===== config.mk =====
export PLATFORM = sky130hd
export DESIGN_NAME = fifo_rd_stream_flat
export DESIGN_NICKNAME = d
export VERILOG_FILES = /design/src/rtl/fifo_rd_stream_pkg.sv /design/src/rtl/fifo_rd_stream_if.sv /design/src/rtl/fifo_rd_skid_buf.sv /design/src/rtl/fifo_rd_stream.sv /design/src/flat_wrapper.sv
export SDC_FILE = /design/constraint.sdc
export NUM_CORES = 1
export LEC_CHECK = 0
export ABC_CLOCK_PERIOD_IN_PS = 2600
export CAP_MARGIN = 40
export CORE_MARGIN = 2
export CORE_UTILIZATION = 35
export DETAILED_ROUTE_END_ITERATION = 12
export PLACE_DENSITY = 0.65
export RECOVER_POWER = 100
export SYNTH_ARGS = -nofsm -noshare
export SYNTH_HDL_FRONTEND = slang
export SYNTH_SLANG_ARGS = --single-unit

===== constraint.sdc =====
create_clock -name rd_clk -period 2.6 [get_ports rd_clk]
set_clock_uncertainty 0.05 [all_clocks]
set_input_delay 0.52 -clock rd_clk [delete_from_list [all_inputs] [get_ports rd_clk]]
set_output_delay 0.52 -clock rd_clk [all_outputs]
set_load 0.01 [all_outputs]

===== src/rtl/fifo_rd_stream_pkg.sv =====
// fifo_rd_stream_pkg
// Shared constants and types for the FIFO read-side drain stage.
//   FIFO_RD_LAT    : cycles from an accepted pop to valid fifo_rd_data
//   OUT_BUF_DEPTH  : entries in the output skid buffer
//   stream_beat_t  : {data, last} beat at the default 8-bit data width
//   pkt_cnt_width(): width of the packet beat counter for a given PKT_LEN
package fifo_rd_stream_pkg;

    localparam int FIFO_RD_LAT   = 1;
    localparam int OUT_BUF_DEPTH = 2;
    localparam int DEF_DATA_SIZE = 8;

    typedef struct packed {
        logic [DEF_DATA_SIZE-1:0] data;
        logic                     last;
    } stream_beat_t;

    // PKT_LEN=1 still needs a 1-bit counter so the compare stays legal.
    function automatic int pkt_cnt_width(input int pkt_len);
        return (pkt_len > 1) ? $clog2(pkt_len) : 1;
    endfunction

endpackage


===== src/rtl/fifo_rd_stream_if.sv =====
// fifo_rd_stream_if
// Valid/ready output stream of the FIFO drain stage.
//   m_valid : beat valid          (master -> slave)
//   m_data  : beat data           (master -> slave)
//   m_last  : last beat of packet (master -> slave)
//   m_ready : sink ready          (slave -> master)
interface fifo_rd_stream_if #(
    parameter int DATA_SIZE = 8
);
    logic                 m_valid;
    logic [DATA_SIZE-1:0] m_data;
    logic                 m_last;
    logic                 m_ready;

    modport master (output m_valid, output m_data, output m_last, input m_ready);
    modport slave  (input m_valid, input m_data, input m_last, output m_ready);
endinterface


===== src/rtl/fifo_rd_skid_buf.sv =====
// fifo_rd_skid_buf
// Two-entry in-order buffer of {data, last} beats.
//   clk, rst  : clock, asynchronous active-high reset
//   push      : store push_beat this cycle
//   push_beat : incoming beat
//   pop       : head entry is consumed this cycle
//   head_beat : oldest stored beat (registered)
//   occ       : number of stored beats, 0..2
// The caller guarantees no push when full and no pop when empty.
module fifo_rd_skid_buf #(
    parameter int WIDTH = 9
) (
    input  logic             clk,
    input  logic             rst,
    input  logic             push,
    input  logic [WIDTH-1:0] push_beat,
    input  logic             pop,
    output logic [WIDTH-1:0] head_beat,
    output logic [1:0]       occ
);
    logic [WIDTH-1:0] tail_beat;

    always_ff @(posedge clk or posedge rst) begin
        if (rst) begin
            head_beat <= '0;
            tail_beat <= '0;
            occ       <= 2'd0;
        end else begin
            case ({push, pop})
                2'b10: begin
                    if (occ == 2'd0) head_beat <= push_beat;
                    else             tail_beat <= push_beat;
                    occ <= occ + 2'd1;
                end
                2'b01: begin
                    head_beat <= tail_beat;
                    occ       <= occ - 2'd1;
                end
                2'b11: begin
                    // Occupancy unchanged; new beat lands behind whatever remains.
                    if (occ == 2'd1) begin
                        head_beat <= push_beat;
                    end else begin
                        head_beat <= tail_beat;
                        tail_beat <= push_beat;
                    end
                end
                default: ;
            endcase
        end
    end

endmodule


===== src/rtl/fifo_rd_stream.sv =====
// fifo_rd_stream
// Drains fifo_top's read port into a valid/ready stream, hiding the FIFO's
// one-cycle read latency behind a two-entry skid buffer so a continuously
// ready sink gets one beat per cycle. Tags every PKT_LEN-th beat with m_last
// and counts delivered beats.
//   rd_clk, rd_rst : read clock, asynchronous active-high reset
//   fifo_empty     : fifo_top empty flag
//   fifo_rd_en     : pop request to fifo_top
//   fifo_rd_data   : fifo_top read data, valid the cycle after a pop
//   m_stream       : output stream (master side)
//   beat_count     : beats accepted by the sink since reset, wrapping
module fifo_rd_stream
    import fifo_rd_stream_pkg::*;
#(
    parameter int DATA_SIZE = 8,
    parameter int PKT_LEN   = 4,
    parameter int CNT_W     = 16
) (
    input  logic                 rd_clk,
    input  logic                 rd_rst,
    input  logic                 fifo_empty,
    output logic                 fifo_rd_en,
    input  logic [DATA_SIZE-1:0] fifo_rd_data,
    fifo_rd_stream_if.master     m_stream,
    output logic [CNT_W-1:0]     beat_count
);
    localparam int               PKT_W    = pkt_cnt_width(PKT_LEN);
    localparam logic [PKT_W-1:0] PKT_LAST = PKT_W'(PKT_LEN - 1);
    localparam int               BEAT_W   = DATA_SIZE + 1;

    logic              inflight;
    logic [PKT_W-1:0]  pkt_cnt;
    logic [1:0]        occ;
    logic [BEAT_W-1:0] head_beat;
    logic [BEAT_W-1:0] cap_beat;
    logic              m_valid;
    logic              xfer;
    logic              cap_last;
    logic [2:0]        committed;

    assign m_valid = (occ != 2'd0);
    assign xfer    = m_valid && m_stream.m_ready;

    // Slots already spoken for after this edge: stored + in flight - leaving.
    // Issuing only while this is below the buffer depth makes overflow impossible.
    assign committed  = {1'b0, occ} + {2'b00, inflight} - {2'b00, xfer};
    assign fifo_rd_en = !rd_rst && !fifo_empty && (committed < 3'(OUT_BUF_DEPTH));

    assign cap_last = (pkt_cnt == PKT_LAST);
    assign cap_beat = {fifo_rd_data, cap_last};

    fifo_rd_skid_buf #(
        .WIDTH (BEAT_W)
    ) u_buf (
        .clk       (rd_clk),
        .rst       (rd_rst),
        .push      (inflight),
        .push_beat (cap_beat),
        .pop       (xfer),
        .head_beat (head_beat),
        .occ       (occ)
    );

    assign m_stream.m_valid = m_valid;
    assign m_stream.m_data  = head_beat[BEAT_W-1:1];
    assign m_stream.m_last  = head_beat[0];

    // fifo_rd_en is already qualified by !fifo_empty, so it marks an accepted pop.
    always_ff @(posedge rd_clk or posedge rd_rst) begin
        if (rd_rst) inflight <= 1'b0;
        else        inflight <= fifo_rd_en;
    end

    always_ff @(posedge rd_clk or posedge rd_rst) begin
        if (rd_rst) begin
            pkt_cnt <= '0;
        end else if (inflight) begin
            pkt_cnt <= cap_last ? '0 : pkt_cnt + PKT_W'(1);
        end
    end

    always_ff @(posedge rd_clk or posedge rd_rst) begin
        if (rd_rst)    beat_count <= '0;
        else if (xfer) beat_count <= beat_count + CNT_W'(1);
    end

endmodule


===== src/flat_wrapper.sv =====
// flat-port wrapper written by rule: the top's interface ports become plain ports
module fifo_rd_stream_flat import fifo_rd_stream_pkg::*;
#(
    parameter int DATA_SIZE = 8,
    parameter int PKT_LEN   = 4,
    parameter int CNT_W     = 16
)
  (rd_clk, rd_rst, fifo_empty, fifo_rd_en, fifo_rd_data, beat_count, m_stream_m_valid, m_stream_m_data, m_stream_m_last, m_stream_m_ready);
  fifo_rd_stream_if #(.DATA_SIZE(DATA_SIZE)) m_stream_i ();
  input  logic rd_clk;
  input  logic rd_rst;
  input  logic fifo_empty;
  output logic fifo_rd_en;
  input  logic [DATA_SIZE-1:0] fifo_rd_data;
  output logic [CNT_W-1:0] beat_count;
  output wire logic [$bits(m_stream_i.m_valid)-1:0] m_stream_m_valid;
  output wire logic [$bits(m_stream_i.m_data)-1:0] m_stream_m_data;
  output wire logic [$bits(m_stream_i.m_last)-1:0] m_stream_m_last;
  input wire logic [$bits(m_stream_i.m_ready)-1:0] m_stream_m_ready;
  assign m_stream_m_valid = m_stream_i.m_valid;
  assign m_stream_m_data = m_stream_i.m_data;
  assign m_stream_m_last = m_stream_i.m_last;
  assign m_stream_i.m_ready = m_stream_m_ready;
  fifo_rd_stream #(.DATA_SIZE(DATA_SIZE), .PKT_LEN(PKT_LEN), .CNT_W(CNT_W)) u_core (.rd_clk(rd_clk), .rd_rst(rd_rst), .fifo_empty(fifo_empty), .fifo_rd_en(fifo_rd_en), .fifo_rd_data(fifo_rd_data), .m_stream(m_stream_i), .beat_count(beat_count));
endmodule

==> impl_metrics.ini <==
[synthesis]
synthMuxAreaShare_pct = 9.13
synthCells = 171
yosys.area_share.xor_xnor_pct = 8.28
yosys.area_share.simple_pct = 15.4
synth_cell_types = 32
ys_seq_area_share_pct = 51.2
synth-seq-cells = 39
syn_area_um2 = 1900
synth_fa_ha_area_share_pct = 4.34
synth_top_family_by_area = simple AND/OR/NAND/NOR gates
syn_area_per_cell_um2 = 11.1
synth_warnings = 0
synth_nets = 189
synth-compound-area-share_pct = 9.07

[clock_tree]
holdBufCountCts = 0
root_buffer = clkbuf_8
h-tree-depth = 2
cts_tree = built
clock_latency_ps = 290
clk_path_buf_depth = 2
numCtsBuffers = 5
cts.sink_count = 39
clk_pin_slew_worst_paths_ps = 80

[place]
place_congestion = 0.748
dp_cells = 285
dp_hpwl_mm = 2.79
pre_cts_ws_ps = -939
port_buffers = 38

[power_and_ir_drop]
ir_drop_mv = 0.470
power.total_mw = 2.93
leakage_nw = 1.15
p_per_area_nw_per_um2 = 1130

[die]
ios = 39
initial_utilization_pct = 36.8
die_w_um = 77.8
die-area_um2 = 6050
core_area_um2 = 5170
rows = 26
die_h_um = 77.8

[sta]
max_freq_ghz = 0.331
setup_viol = 1
hold_viol = 0
slew_viol_final = 0
rsz0062_at_grt = yes
setup_tns_ps = -419
finalCritPeriodShare_pct = 116
worstMarginPinSlew_ps = 970
relSlewSlack_pct = 35.3
postLayoutSetupSlackWorst_ps = -419
min_period_ps = 3020

[setup_path]
cp-end-kind = output pin
crit_type = reg2out
startpoint = u_core.u_buf.occ[1]
cp.arrival_ps = 2450
cp.required_ps = 2030
cp-start-kind = register
rr_startpoint = u_core.u_buf.occ[1]
worstPathMaxFanout = 2

[flow_run]
max_cap_viol_count = 0

[grt]
overflow = 0
grt_usage_pct = 14.8
antenna_found_initial = 0
grt_pass1_wl_mm = 7.13
grt_max_degree = 40
grt_pass1_vias = 1528

[drt]
ant_nets = 0
wl_per_cell_um = 13.2
drcViolationCount = 0
num_vias = 1459
drt_iter0_markers = 156
dr.pass1.iters = 4
routed_wirelength_mm = 3.91
vias_per_cell = 4.95

[layout]
final_nets = 242
fillCellCount = 459
num_antenna_cells = 0
layout-drive-gt1-share_pct = 18.2
layout.cells.non_filler = 295
syn2layout_area_growth_pct = 35.9

[run_status]
status = finished with violations
violations = setup timing

[hold_path]
min_from = u_core.beat_count[15]
hold_path.class = reg2reg
## worst max-delay path: stages (launching register included)
cell      delay, ps
dfrtp_1         390
inv_2            60
ha_2            160
and2b_2         240
inv_4            60
ha_4            190
nand2b_4        130
fa_2            330
xor2_1          170
nor4b_4         240
buf_2           180
## Yosys cell counts
cell	count	area (µm²)
fa_1	1	20.0
nand2_1	14	52.6
o21ai_0	11	55.1
and3_1	4	25.0
nor3_4	1	16.3
nand4b_1	1	8.76
ha_1	5	62.6
mux2i_1	5	50.1
xor2_1	7	61.3
a21oi_1	5	25.0
a221oi_1	5	43.8
buf_4	1	7.51
nor4b_1	1	8.76
mux2_2	11	124
nand2b_1	1	6.26
o21a_1	1	7.51
clkbuf_1	1	3.75
o22ai_1	4	25.0
buf_2	3	15.0
inv_4	1	6.26
or2_1	1	6.26
and2b_2	1	8.76
nand3_1	6	30.0
nand4_1	3	18.8
inv_1	4	15.0
dfrtp_1	39	976
and2_1	1	6.26
or3_1	8	50.1
a21oi_4	1	16.3
nor3_1	6	30.0
xnor2_1	11	96.3
nor2_1	7	26.3
## flip-flops by register name, summed over array words and instances, names as in the netlist
| register | cells |
|---|---|
| u_core.u_buf.tail_beat | 9 |
| u_core.beat_count | 16 |
| u_core.u_buf.head_beat | 9 |
| u_core.inflight | 1 |
| u_core.u_buf.occ | 2 |
| u_core.pkt_cnt | 2 |
## through the flow
stage	util (%)	hold slack, ps	cell area (µm²)
3_5_place_dp	47.6	422	2460
4_1_cts	50.5	434	2610
5_1_grt	50.0	462	2590
3_3_place_gp	47.6	412	2460
6_report	50.0	421	2590
2_1_floorplan	-	424	1940
## final cells by class
class                           instances  area, µm²  area share, %
Timing Repair Buffer                   51        469           18.1
Tap cell                               70       87.6           3.38
Inverter                                5       21.3          0.822
Clock buffer                            6       72.6           2.80
Clock inverter                          2       60.1           2.32
Multi-Input combinational cell        122        902           34.8
Sequential cell                        39        976           37.7
## layout by cell type (no fill, tap or decap), types with 6 or more instances in the layout
cell type        synthesis  final
o21ai_0                 11     11
xnor2_1                 11     11
nand3_1                  6      6
xor2_1                   7      7
nor3_1                   6      7
mux2_2                  11     11
nor2_1                   7      7
buf_4                    1     11
nand2_1                 14     14
or3_1                    8      8
clkdlybuf4s50_1          0      9
dlygate4sd3_1            0     27
dfrtp_1                 39     39
## worst paths after layout
check / end / slack [ps] / depth (start not counted)
max in group asynchronous: u_core.beat_count[4] / 910 / 3
max: fifo_rd_en / -420 / 10
max reg2reg: u_core.inflight / 360 / 10
min reg2reg: u_core.beat_count[15] / 420 / 1
min in group asynchronous: u_core.u_buf.head_beat[0] / 990 / 3
min: u_core.beat_count[15] / 420 / 1
## power by group
group          switching, mW  total [mW]  internal (mW)
combinational          0.598        1.33          0.732
sequential             0.168        1.01          0.839
clock                  0.213       0.596          0.384
## metal layers
| layer | vias up | GRT usage [%] | wire length [µm] |
|---|---|---|---|
| met5 | - | 0 | 0 |
| met4 | 0 | 6.43 | 73 |
| met3 | 7 | 4.07 | 152 |
| met2 | 31 | 23.0 | 1860 |
| met1 | 709 | 19.4 | 1810 |
| li1 | 712 | - | - |
## what timing repair did
| action | in CTS | in global routing |
|---|---|---|
| pin swaps | 1 | 0 |
| buffers inserted | 2 | 0 |
| setup endpoints to repair | 1 | 1 |
| resized for setup | 7 | 0 |
## cell families after synthesis
logic type	Yosys count
compound gates	27
xor+xnor	18
fa+ha+maj	6
buf+inv	10
flops	39
mux	16
simple gates	55
(Power assumes the default switching activity.)
